<file path="config.mk">
export PLATFORM = sky130hd
export DESIGN_NAME = sample_capture
export DESIGN_NICKNAME = d
export VERILOG_FILES = /design/src/rtl/sample_capture.sv
export SDC_FILE = /design/constraint.sdc
export NUM_CORES = 1
export LEC_CHECK = 0
export ABC_AREA = 1
export BUFFER_PORTS_ARGS = -buffer_cell sky130_fd_sc_hd__buf_2
export CAP_MARGIN = 25
export CORE_AREA = 10 10 165 106
export DETAILED_ROUTE_END_ITERATION = 12
export DIE_AREA = 0 0 175 116
export PLACE_DENSITY = 0.49
export SLEW_MARGIN = 20
export SYNTH_ARGS = -nofsm -noshare
export SYNTH_HDL_FRONTEND = slang
export SYNTH_SLANG_ARGS = --single-unit
</file>
<file path="constraint.sdc">
create_clock -name clk -period 1.9 [get_ports clk]
set_clock_uncertainty 0.05 [all_clocks]
set_input_delay 0.38 -clock clk [delete_from_list [all_inputs] [get_ports clk]]
set_output_delay 0.38 -clock clk [all_outputs]
set_load 0.02 [all_outputs]
</file>
<file path="src/rtl/sample_capture.sv">
// sample_capture
//   Write-side controller for the scope sample RAM. After an arm pulse it
//   streams valid ADC samples into the RAM as a circular buffer, watches for a
//   level crossing, and stops once DEPTH - P samples (including the trigger
//   sample) have been written after the trigger. P is the pre-trigger count.
//   The trigger-sample address is published on trig_addr. The reader finds the
//   oldest sample at trig_addr - P (mod DEPTH).
//
//   Optional feature (macro CAPTURE_AUTO_TRIG_EN): a trigger is forced after
//   AUTO_TIMEOUT non-triggering samples in WAIT_TRIG, and forced is then set.
//   When the macro is not defined, forced is tied to 0.
//
// Ports
//   clk, rst          clock; synchronous active-high reset
//   arm, abort        single-cycle control pulses (abort wins over arm)
//   sample_valid      strobe qualifying sample_data
//   sample_data       unsigned ADC sample
//   trig_level        trigger threshold (latched at arm)
//   trig_rising       1 = rising, 0 = falling trigger (latched at arm)
//   pretrig           pre-trigger sample count P (latched at arm)
//   mem_addr/data     registered RAM write address / data
//   mem_cs/mem_we     registered RAM chip select / write enable
//   busy, done        capture in progress / capture complete
//   trig_addr         address of the trigger sample
//   forced            last trigger was forced by timeout
module sample_capture #(
    parameter int DATA_WIDTH   = 8,
    parameter int ADDR_WIDTH   = 8,
    parameter int AUTO_TIMEOUT = 1024
) (
    input  logic                  clk,
    input  logic                  rst,
    input  logic                  arm,
    input  logic                  abort,
    input  logic                  sample_valid,
    input  logic [DATA_WIDTH-1:0] sample_data,
    input  logic [DATA_WIDTH-1:0] trig_level,
    input  logic                  trig_rising,
    input  logic [ADDR_WIDTH-1:0] pretrig,
    output logic [ADDR_WIDTH-1:0] mem_addr,
    output logic [DATA_WIDTH-1:0] mem_data,
    output logic                  mem_cs,
    output logic                  mem_we,
    output logic                  busy,
    output logic                  done,
    output logic [ADDR_WIDTH-1:0] trig_addr,
    output logic                  forced
);

    localparam logic [2:0] S_IDLE = 3'd0;
    localparam logic [2:0] S_PRE  = 3'd1;
    localparam logic [2:0] S_WAIT = 3'd2;
    localparam logic [2:0] S_POST = 3'd3;
    localparam logic [2:0] S_DONE = 3'd4;

    if (AUTO_TIMEOUT < 1) begin : g_bad_timeout
        $error("sample_capture: AUTO_TIMEOUT must be at least 1");
    end

    logic [2:0]            state;
    logic [ADDR_WIDTH-1:0] wr_ptr;
    logic [ADDR_WIDTH-1:0] p_reg;
    logic [DATA_WIDTH-1:0] level_reg;
    logic                  rising_reg;
    logic [DATA_WIDTH-1:0] prev;
    logic                  prev_valid;
    logic [ADDR_WIDTH:0]   cnt;
    logic [ADDR_WIDTH:0]   post_total;
    logic                  hit;
    logic                  force_hit;
    logic                  fire;

    // DEPTH - P, one bit wider than the address so P = 0 gives DEPTH.
    assign post_total = {1'b1, {ADDR_WIDTH{1'b0}}} - {1'b0, p_reg};

    assign busy = (state == S_PRE) || (state == S_WAIT) || (state == S_POST);
    assign done = (state == S_DONE);

    // Level crossing against the previous accepted sample; never on the first
    // sample after arm.
    always_comb begin
        hit = 1'b0;
        if (prev_valid) begin
            if (rising_reg) begin
                hit = (prev < level_reg) && (sample_data >= level_reg);
            end else begin
                hit = (prev > level_reg) && (sample_data <= level_reg);
            end
        end
    end

`ifdef CAPTURE_AUTO_TRIG_EN
    localparam int TW = $clog2(AUTO_TIMEOUT + 1);
    logic [TW-1:0] tcnt;

    assign force_hit = !hit && (tcnt == TW'(AUTO_TIMEOUT));

    // tcnt only moves in WAIT_TRIG and is cleared at arm, so every entry into
    // WAIT_TRIG starts from zero.
    always_ff @(posedge clk) begin
        if (rst) begin
            tcnt   <= '0;
            forced <= 1'b0;
        end else if (!abort) begin
            if ((state == S_IDLE || state == S_DONE) && arm) begin
                tcnt   <= '0;
                forced <= 1'b0;
            end else if (state == S_WAIT && sample_valid) begin
                if (fire) begin
                    forced <= force_hit;
                end else begin
                    tcnt <= tcnt + 1'b1;
                end
            end
        end
    end
`else
    assign force_hit = 1'b0;
    assign forced    = 1'b0;
`endif

    assign fire = hit || force_hit;

    always_ff @(posedge clk) begin
        if (rst) begin
            state      <= S_IDLE;
            wr_ptr     <= '0;
            p_reg      <= '0;
            level_reg  <= '0;
            rising_reg <= 1'b0;
            prev       <= '0;
            prev_valid <= 1'b0;
            cnt        <= '0;
            mem_addr   <= '0;
            mem_data   <= '0;
            mem_cs     <= 1'b0;
            mem_we     <= 1'b0;
            trig_addr  <= '0;
        end else begin
            mem_cs <= 1'b0;
            mem_we <= 1'b0;
            if (abort) begin
                state <= S_IDLE;
            end else begin
                case (state)
                    S_IDLE, S_DONE: begin
                        if (arm) begin
                            level_reg  <= trig_level;
                            rising_reg <= trig_rising;
                            p_reg      <= pretrig;
                            cnt        <= '0;
                            prev_valid <= 1'b0;
                            state      <= (pretrig != '0) ? S_PRE : S_WAIT;
                        end
                    end
                    S_PRE, S_WAIT, S_POST: begin
                        if (sample_valid) begin
                            mem_cs     <= 1'b1;
                            mem_we     <= 1'b1;
                            mem_addr   <= wr_ptr;
                            mem_data   <= sample_data;
                            wr_ptr     <= wr_ptr + 1'b1;
                            prev       <= sample_data;
                            prev_valid <= 1'b1;
                            case (state)
                                S_PRE: begin
                                    if (cnt + 1'b1 == {1'b0, p_reg}) begin
                                        cnt   <= '0;
                                        state <= S_WAIT;
                                    end else begin
                                        cnt <= cnt + 1'b1;
                                    end
                                end
                                S_WAIT: begin
                                    if (fire) begin
                                        trig_addr <= wr_ptr;
                                        cnt       <= {{ADDR_WIDTH{1'b0}}, 1'b1};
                                        state     <= (post_total > {{ADDR_WIDTH{1'b0}}, 1'b1})
                                                     ? S_POST : S_DONE;
                                    end
                                end
                                default: begin
                                    if (cnt + 1'b1 == post_total) begin
                                        state <= S_DONE;
                                    end
                                    cnt <= cnt + 1'b1;
                                end
                            endcase
                        end
                    end
                    default: state <= S_IDLE;
                endcase
            end
        end
    end

endmodule
</file>
; After elaboration in Yosys (flattened, before gate mapping)
; Index checks and enable logic that the tools add are counted.
[totals]
ff_bits = 63
in_bits = 30
output_inout_bits = 29
wordCells = 70
[op_classes]
n_addsub = 3
magnitude_cmp = 5
eq_ne = 11
muxes = 21
bitwise_logic = 2
reduce_logical = 17
[op_table]
columns = operator, count
row1 = 2-to-1 mux 9 bit, 4
row2 = one-hot mux 9 bit (2 select lines), 2
row3 = 2-to-1 mux 3 bit, 6
row4 = AND reduction 5 bit, 3
row5 = one-hot mux 3 bit (2 select lines), 2
row6 = adder 9 x 1 -> 9 bit (second input constant), 1
row7 = == test 9 x 8 -> 1 bit, 1
row8 = == test 9 bit, 1
row9 = > comparator 9 x 1 -> 1 bit (second input constant), 1
row10 = subtractor 9 x 8 -> 9 bit (first input constant), 1
row11 = adder 8 x 1 -> 8 bit (second input constant), 1
row12 = >= comparator 8 bit, 1
row13 = > comparator 8 bit, 1
row14 = <= comparator 8 bit, 1
row15 = < comparator 8 bit, 1
row16 = nonzero test 8 bit, 1
row17 = == test 3 x 2 -> 1 bit (second input constant), 2
row18 = != test 3 bit (second input constant), 2
row19 = AND reduction 3 bit, 2
row20 = OR reduction 3 bit, 2
row21 = 2-to-1 mux 1 bit, 5
row22 = != test 2 bit (second input constant), 2
row23 = != test 4 bit (second input constant), 1
row24 = AND reduction 4 bit, 1
row25 = 10 further kinds, 14

; Depth between registers and ports, before layout
[depth]
word_depth = 8
mapped_depth = 18
ltp_nobuf = 17

; Worst setup path before layout
; OpenSTA, ideal clock, no wires.
[synth_path]
path_kind = flip-flop to flip-flop
from = reg prev[7]
to = reg cnt[2]
setup_ns = 0.115
arrival_ns = 1.870
required_ns = 1.735
slack_ns = -0.135
stages_incl_launch_ff = 13
n_path_buf = 1
period_less_slack_ns = 2.035
path_cell_list = dfxtp_1 > ha_1 > a21o_1 > nor2_1 > and2_1 > nand2_1 > nand2_1 > nand3_1 > nand2_2 > nand2_1 > buf_2 > o21ai_1 > nor2_1
[synth_via]
elab_chain_cells = 6
word_cells_on_any_way = 8
cone_classes = order compare (2) / eq/ne (1) / mux (2) / reduce/logical (3)
[synth_lines]
columns = element, line
row1 = "start, declared", 65  ; logic [DATA_WIDTH-1:0] prev;
row2 = "start signal, assigned", 163  ; prev <= sample_data;
row3 = > comparator 8 bit / < comparator 8 bit (equally long branches), "87, 85"
row4 = "logical AND 1 bit, on equally long branches", "87, 85"
row5 = 2-to-1 mux 1 bit (*), 84  ; if (rising_reg) begin
row6 = 2-to-1 mux 1 bit (*), 83  ; if (prev_valid) begin
row7 = != test 3 bit (no source line) (*), -
row8 = AND reduction 5 bit (no source line) (*), -
row9 = "end signal, assigned", 171  ; cnt <= cnt + 1'b1;
row10 = "end signal, assigned", 177  ; cnt <= {{ADDR_WIDTH{1'b0}}, 1'b1};
row11 = "end signal, assigned", 186  ; cnt <= cnt + 1'b1;
row12 = "end, declared", 67  ; logic [ADDR_WIDTH:0] cnt;
; Every way passes the cells marked *; elsewhere a longest branch is shown, timed or not.
; A chain may end at the register's enable or synchronous reset.

; Worst setup path after layout
[layout_path]
from = reg level_reg[3]
to = reg trig_addr[6]
[layout_via]
elab_chain_cells = 5
word_cells_on_any_way = 9
cone_classes = order compare (4) / mux (2) / reduce/logical (3)
[layout_lines]
columns = element, line
row1 = "start, declared", 63  ; logic [DATA_WIDTH-1:0] level_reg;
row2 = "start signal, assigned", 148  ; level_reg <= trig_level;
row3 = "> comparator 8 bit, or another cell as far along", 87  ; hit = (prev > level_reg) && (sample_data <= level_reg);
row4 = "logical AND 1 bit, on equally long branches", "87, 85"
row5 = 2-to-1 mux 1 bit (*), 84
row6 = 2-to-1 mux 1 bit (*), 83
row7 = AND reduction 5 bit (no source line) (*), -
row8 = "end signal, assigned", 176  ; trig_addr <= wr_ptr;
row9 = "end, declared", 46  ; output logic [ADDR_WIDTH-1:0] trig_addr,
; Marks and branches as above.

==> impl_summary.md <==
Final layout
The register with the most flip-flops in the layout has 9 of them. Cells with a size suffix above 1 make up 40.7% of the layout. The diode insertion count for antenna repair is 0. cnt holds more flip-flops than any other register. At the end of the flow, the number of nets in the layout was around 690. The final design utilization is approximately 37%. After routing the design area is roughly 5300 sq um. The signed area change from the synthesized netlist to the final layout is 48.4%.

Place
The routability congestion estimate is 0.883. The count of input and output buffers is between 50 and 60. The cell area after placement is 4400 sq um.

The total half-perimeter wirelength after legalization and detailed placement is ~8900 um.

Pwr
The clock power share is 35.3%. The leakage power summed over all cells is between 2 and 2.5 nW. The total internal power is 3.07 mW. The maximum ir drop on the vdd rail is between 400 and 500 uV.

The reported net switching power is 1.62 mW. The portion of total power attributed to combinational logic is between 30% and 40%. The cell area power density is 888 nW/um^2. The portion of total power attributed to sequential cells is 32.6%.

The switching share of power is 34.5%.

STA
The final setup violation count is 20. After layout, the worst path uses 106% of the clock period. The hold violation total from the final report is 0.

At the pin with the least slew margin, the transition time is 0.624 ns. Setup repair after global routing could not meet its margin everywhere. The worst setup slack after layout is -0.110 ns. The final critical path time including I/O delays and setup is 2.01 ns. Based on the critical path, the design can be clocked at up to 497 MHz. The count of pins over their slew limit is 0. In this run the tightest slew margin relative to its limit is 58.3%.

Detailed routing
In this run the remaining antenna-violating nets after routing total 0. In the routed layout, each cell is associated on average with a via count of 4.40. Dividing the detail-routed wire length by the instance count gives 14.4 um. The final wirelength is 12100 um. The routed layout has ~3700 vias. For this run, the detailed router's first-pass iteration total came to 4. The detailed router finished its first iteration with 232 violations. The DRC violation count after routing is 0.

Die
The die outline width is 175 um. In this run the core area contains 34 standard-cell rows. The total area inside the core boundary comes to between 10000 and 15000 sq um. The area enclosed by the die boundary is 20300 sq um. Once the floorplan was initialized, standard cells occupied between 20% and 30% of the core.

The die is roughly 120 um tall. For this design the top-level I/O count stands at 59.

Synth
The synthesized area per cell is 6.65 sq um. Of the synthesized area, sequential elements account for 35.5%. The synthesized design contains 63 register bits. The synthesized netlist occupies a cell area of 3560 sq um. The number of standard cells after synthesis is 535.

The number of nets in the synthesized netlist is 585. The number of different library cells used by synthesis comes to 35. The warning count from the yosys run is 0.

Critical path
Data arrives at the worst endpoint at 2.19 ns. The data required time at the worst endpoint is about 2.1 ns. The launching element type of the critical path is a register. The startpoint identified for the worst register-to-register timing path is level_reg[3]. The maximum net fanout on the critical path is 8. The setup slack of the worst register-to-register path is -0.11 ns. The critical path in this run is classified as register to register. The depth of the worst register-to-register path is 16.

The worst setup path is captured at a register. The reg-to-reg endpoint is trig_addr[6].

Hold path
The endpoint of the worst hold-timing path is level_reg[0]. The worst hold path begins at trig_level[0]. The classification of the worst-slack hold path is input pin to register. The number of cells on the worst hold path is 3.

Global route
The initial antenna violation count came to 0. Global routing used around an eighth of the available tracks across all layers. The total overflow left after global routing is 0.

The global-route wire length before repair is 19500 um. The via count of the first global-routing pass was 3738. Entering global routing, the biggest net connects 57 pins.

Clock network
After clock tree synthesis, the clock-pin slew on the worst setup and hold paths is 0.06 ns. Clock latency on the worst-skew pair, taken at its later pin, is roughly 0.34 ns. The maximum clock insertion buffer count is 2. TritonCTS built the clock tree. The H-tree generated during clock tree synthesis spans 3 levels. The clock drives 63 sinks. Clock tree synthesis inserted a total of 9 buffers.

The root buffer cell is sky130_fd_sc_hd__clkbuf_16.

Outcome
The checks that failed: negative setup slack. The flow ran to the end, but the final reports show violations.

Job
Across the run, the number of max-cap violations was 0.
[critical path: stages, from the launching register on]
cell                       delay [ns]
sky130_fd_sc_hd__dfxtp_2         0.33
sky130_fd_sc_hd__inv_4           0.05
sky130_fd_sc_hd__ha_4            0.26
sky130_fd_sc_hd__nand2_2         0.05
sky130_fd_sc_hd__inv_2           0.06
sky130_fd_sc_hd__nand2_1         0.06
sky130_fd_sc_hd__nand2_2         0.06
sky130_fd_sc_hd__nand2_2         0.06
sky130_fd_sc_hd__a21boi_2        0.13
sky130_fd_sc_hd__nand2_1         0.07
sky130_fd_sc_hd__nand2_2         0.08
sky130_fd_sc_hd__nand3_4         0.10
sky130_fd_sc_hd__nor2_4          0.20
sky130_fd_sc_hd__buf_12          0.16
sky130_fd_sc_hd__inv_4           0.04
sky130_fd_sc_hd__nor2_4          0.08
sky130_fd_sc_hd__nor2_1          0.04
[power by group through the flow]
stage               logic (mW)  clock network (mW)  registers [mW]
finish                    1.51                1.65            1.53
global route              1.68                1.75            1.54
CTS                       1.32                1.70            1.52
detailed placement        1.19                   0            1.52
global placement          1.17                   0            1.52
floorplan                0.728                   0            1.54
[routing by layer]
layer	global-route usage (%)	up-vias	part of all wire, %
li1	-	1936	-
met1	17.1	1688	52
met2	16.8	74	40
met3	4.13	6	6.8
met4	2.81	0	0.66
met5	0	-	0
[worst max path at each step]
| stage | from | endpoint | slack [ns] | cells after the start |
|---|---|---|---|---|
| floorplan | sample_data[7] | cnt[2] | -0.02 | 15 |
| global placement | sample_data[5] | cnt[0] | -0.34 | 13 |
| detailed placement | sample_data[7] | cnt[0] | -0.36 | 15 |
| CTS | level_reg[3] | cnt[0] | -0.11 | 16 |
| global route | level_reg[1] | trig_addr[6] | -0.25 | 16 |
| finish | level_reg[3] | trig_addr[6] | -0.11 | 16 |
[layout make-up]
type	count	area [sq um]
clock buffers	9	225
clock inverters	7	70.1
multi-input cells	385	2450
flip-flops and latches	63	1290
well taps	198	248
fillers	1500	9010
inverters	73	284
repair buffers	106	706
[cells in the mapped netlist]
master | number | area share [%]
sky130_fd_sc_hd__o21bai_1 | 2 | 0.42
sky130_fd_sc_hd__ha_1 | 20 | 7.0
sky130_fd_sc_hd__clkinv_1 | 1 | 0.11
sky130_fd_sc_hd__nand2_2 | 3 | 0.53
sky130_fd_sc_hd__clkbuf_1 | 11 | 1.2
sky130_fd_sc_hd__o21a_1 | 1 | 0.21
sky130_fd_sc_hd__nor3_1 | 3 | 0.42
sky130_fd_sc_hd__a21oi_2 | 1 | 0.25
sky130_fd_sc_hd__buf_4 | 2 | 0.42
sky130_fd_sc_hd__inv_2 | 3 | 0.32
sky130_fd_sc_hd__conb_1 | 1 | 0.11
sky130_fd_sc_hd__o21ai_0 | 48 | 6.8
sky130_fd_sc_hd__nor2_1 | 77 | 8.1
sky130_fd_sc_hd__o21ai_2 | 2 | 0.49
sky130_fd_sc_hd__nor3_2 | 1 | 0.28
sky130_fd_sc_hd__nand3_1 | 31 | 4.4
sky130_fd_sc_hd__buf_2 | 2 | 0.28
sky130_fd_sc_hd__a211oi_4 | 1 | 0.56
sky130_fd_sc_hd__a21oi_1 | 51 | 7.2
sky130_fd_sc_hd__a21boi_0 | 1 | 0.21
sky130_fd_sc_hd__inv_1 | 69 | 7.3
sky130_fd_sc_hd__xnor2_1 | 3 | 0.74
sky130_fd_sc_hd__nor2_2 | 5 | 0.88
sky130_fd_sc_hd__and2_1 | 1 | 0.18
sky130_fd_sc_hd__o22ai_2 | 1 | 0.35
sky130_fd_sc_hd__o22ai_1 | 1 | 0.18
sky130_fd_sc_hd__a21o_1 | 1 | 0.21
sky130_fd_sc_hd__nand2_1 | 106 | 11
sky130_fd_sc_hd__xor2_1 | 1 | 0.25
sky130_fd_sc_hd__o21ai_1 | 8 | 1.1
sky130_fd_sc_hd__nand3b_1 | 1 | 0.21
sky130_fd_sc_hd__nand4_1 | 9 | 1.6
sky130_fd_sc_hd__nand3_2 | 3 | 0.84
sky130_fd_sc_hd__nor2_4 | 1 | 0.32
sky130_fd_sc_hd__dfxtp_1 | 63 | 35
[cell families after synthesis]
logic type / after synthesis / synth area share [%]
xor gates and xnor gates: 4 / 0.985
other: 1 / 0.105
buffers and inverters: 88 / 9.57
DFF: 63 / 35.5
AOI/OAI and AO/OA: 118 / 17.9
adders and majority gates: 20 / 7.03
and+or+nand+nor: 241 / 28.9
[stage by stage]
stage	setup WS [ns]	power [mW]	cells	TNS [ns]	hold slack [ns]
2_1_floorplan	-0.0180	2.27	535	-0.0933	0.394
3_3_place_gp	-0.336	2.70	820	-3.62	0.416
3_5_place_dp	-0.358	2.72	820	-4.04	0.427
4_1_cts	-0.107	4.53	838	-1.04	0.231
5_1_grt	-0.245	4.97	841	-4.25	0.247
6_report	-0.110	4.69	841	-1.29	0.239
[placed cells by master, fill, tap and decap left out, types with 3 or more instances in the layout]
cell type,Yosys,final
sky130_fd_sc_hd__ha_4,0,11
sky130_fd_sc_hd__ha_1,20,9
sky130_fd_sc_hd__nor2_4,1,8
sky130_fd_sc_hd__nand2_2,3,24
sky130_fd_sc_hd__nor2_2,5,15
sky130_fd_sc_hd__a21oi_1,51,36
sky130_fd_sc_hd__dfxtp_1,63,42
sky130_fd_sc_hd__o21ai_1,8,6
sky130_fd_sc_hd__nand2_1,106,81
sky130_fd_sc_hd__nand2_4,0,3
sky130_fd_sc_hd__clkinv_2,0,3
sky130_fd_sc_hd__inv_1,69,60
sky130_fd_sc_hd__o21ai_2,2,12
sky130_fd_sc_hd__o21ai_0,48,40
sky130_fd_sc_hd__nand3_1,31,27
sky130_fd_sc_hd__nor3_2,1,3
sky130_fd_sc_hd__buf_6,0,4
sky130_fd_sc_hd__buf_12,0,3
sky130_fd_sc_hd__inv_2,3,9
sky130_fd_sc_hd__buf_4,2,42
sky130_fd_sc_hd__inv_4,0,4
sky130_fd_sc_hd__clkbuf_16,0,9
sky130_fd_sc_hd__dfxtp_2,0,19
sky130_fd_sc_hd__nand3_2,3,4
sky130_fd_sc_hd__buf_2,2,57
sky130_fd_sc_hd__a21oi_2,1,15
sky130_fd_sc_hd__nand4_1,9,9
sky130_fd_sc_hd__nor2_1,77,60
sky130_fd_sc_hd__nand3_4,0,3
[what timing repair did]
| item | 4_1_cts | 5_1_grt |
|---|---|---|
| setup buffers | 1 | 3 |
| endpoints found under the setup margin | 20 | 23 |
| cloned | 1 | 1 |
| pin swaps | 13 | 34 |
| hold buffers | 0 | 0 |
| resized for setup | 76 | 73 |
Note: power is estimated with default switching activity, not from simulation.
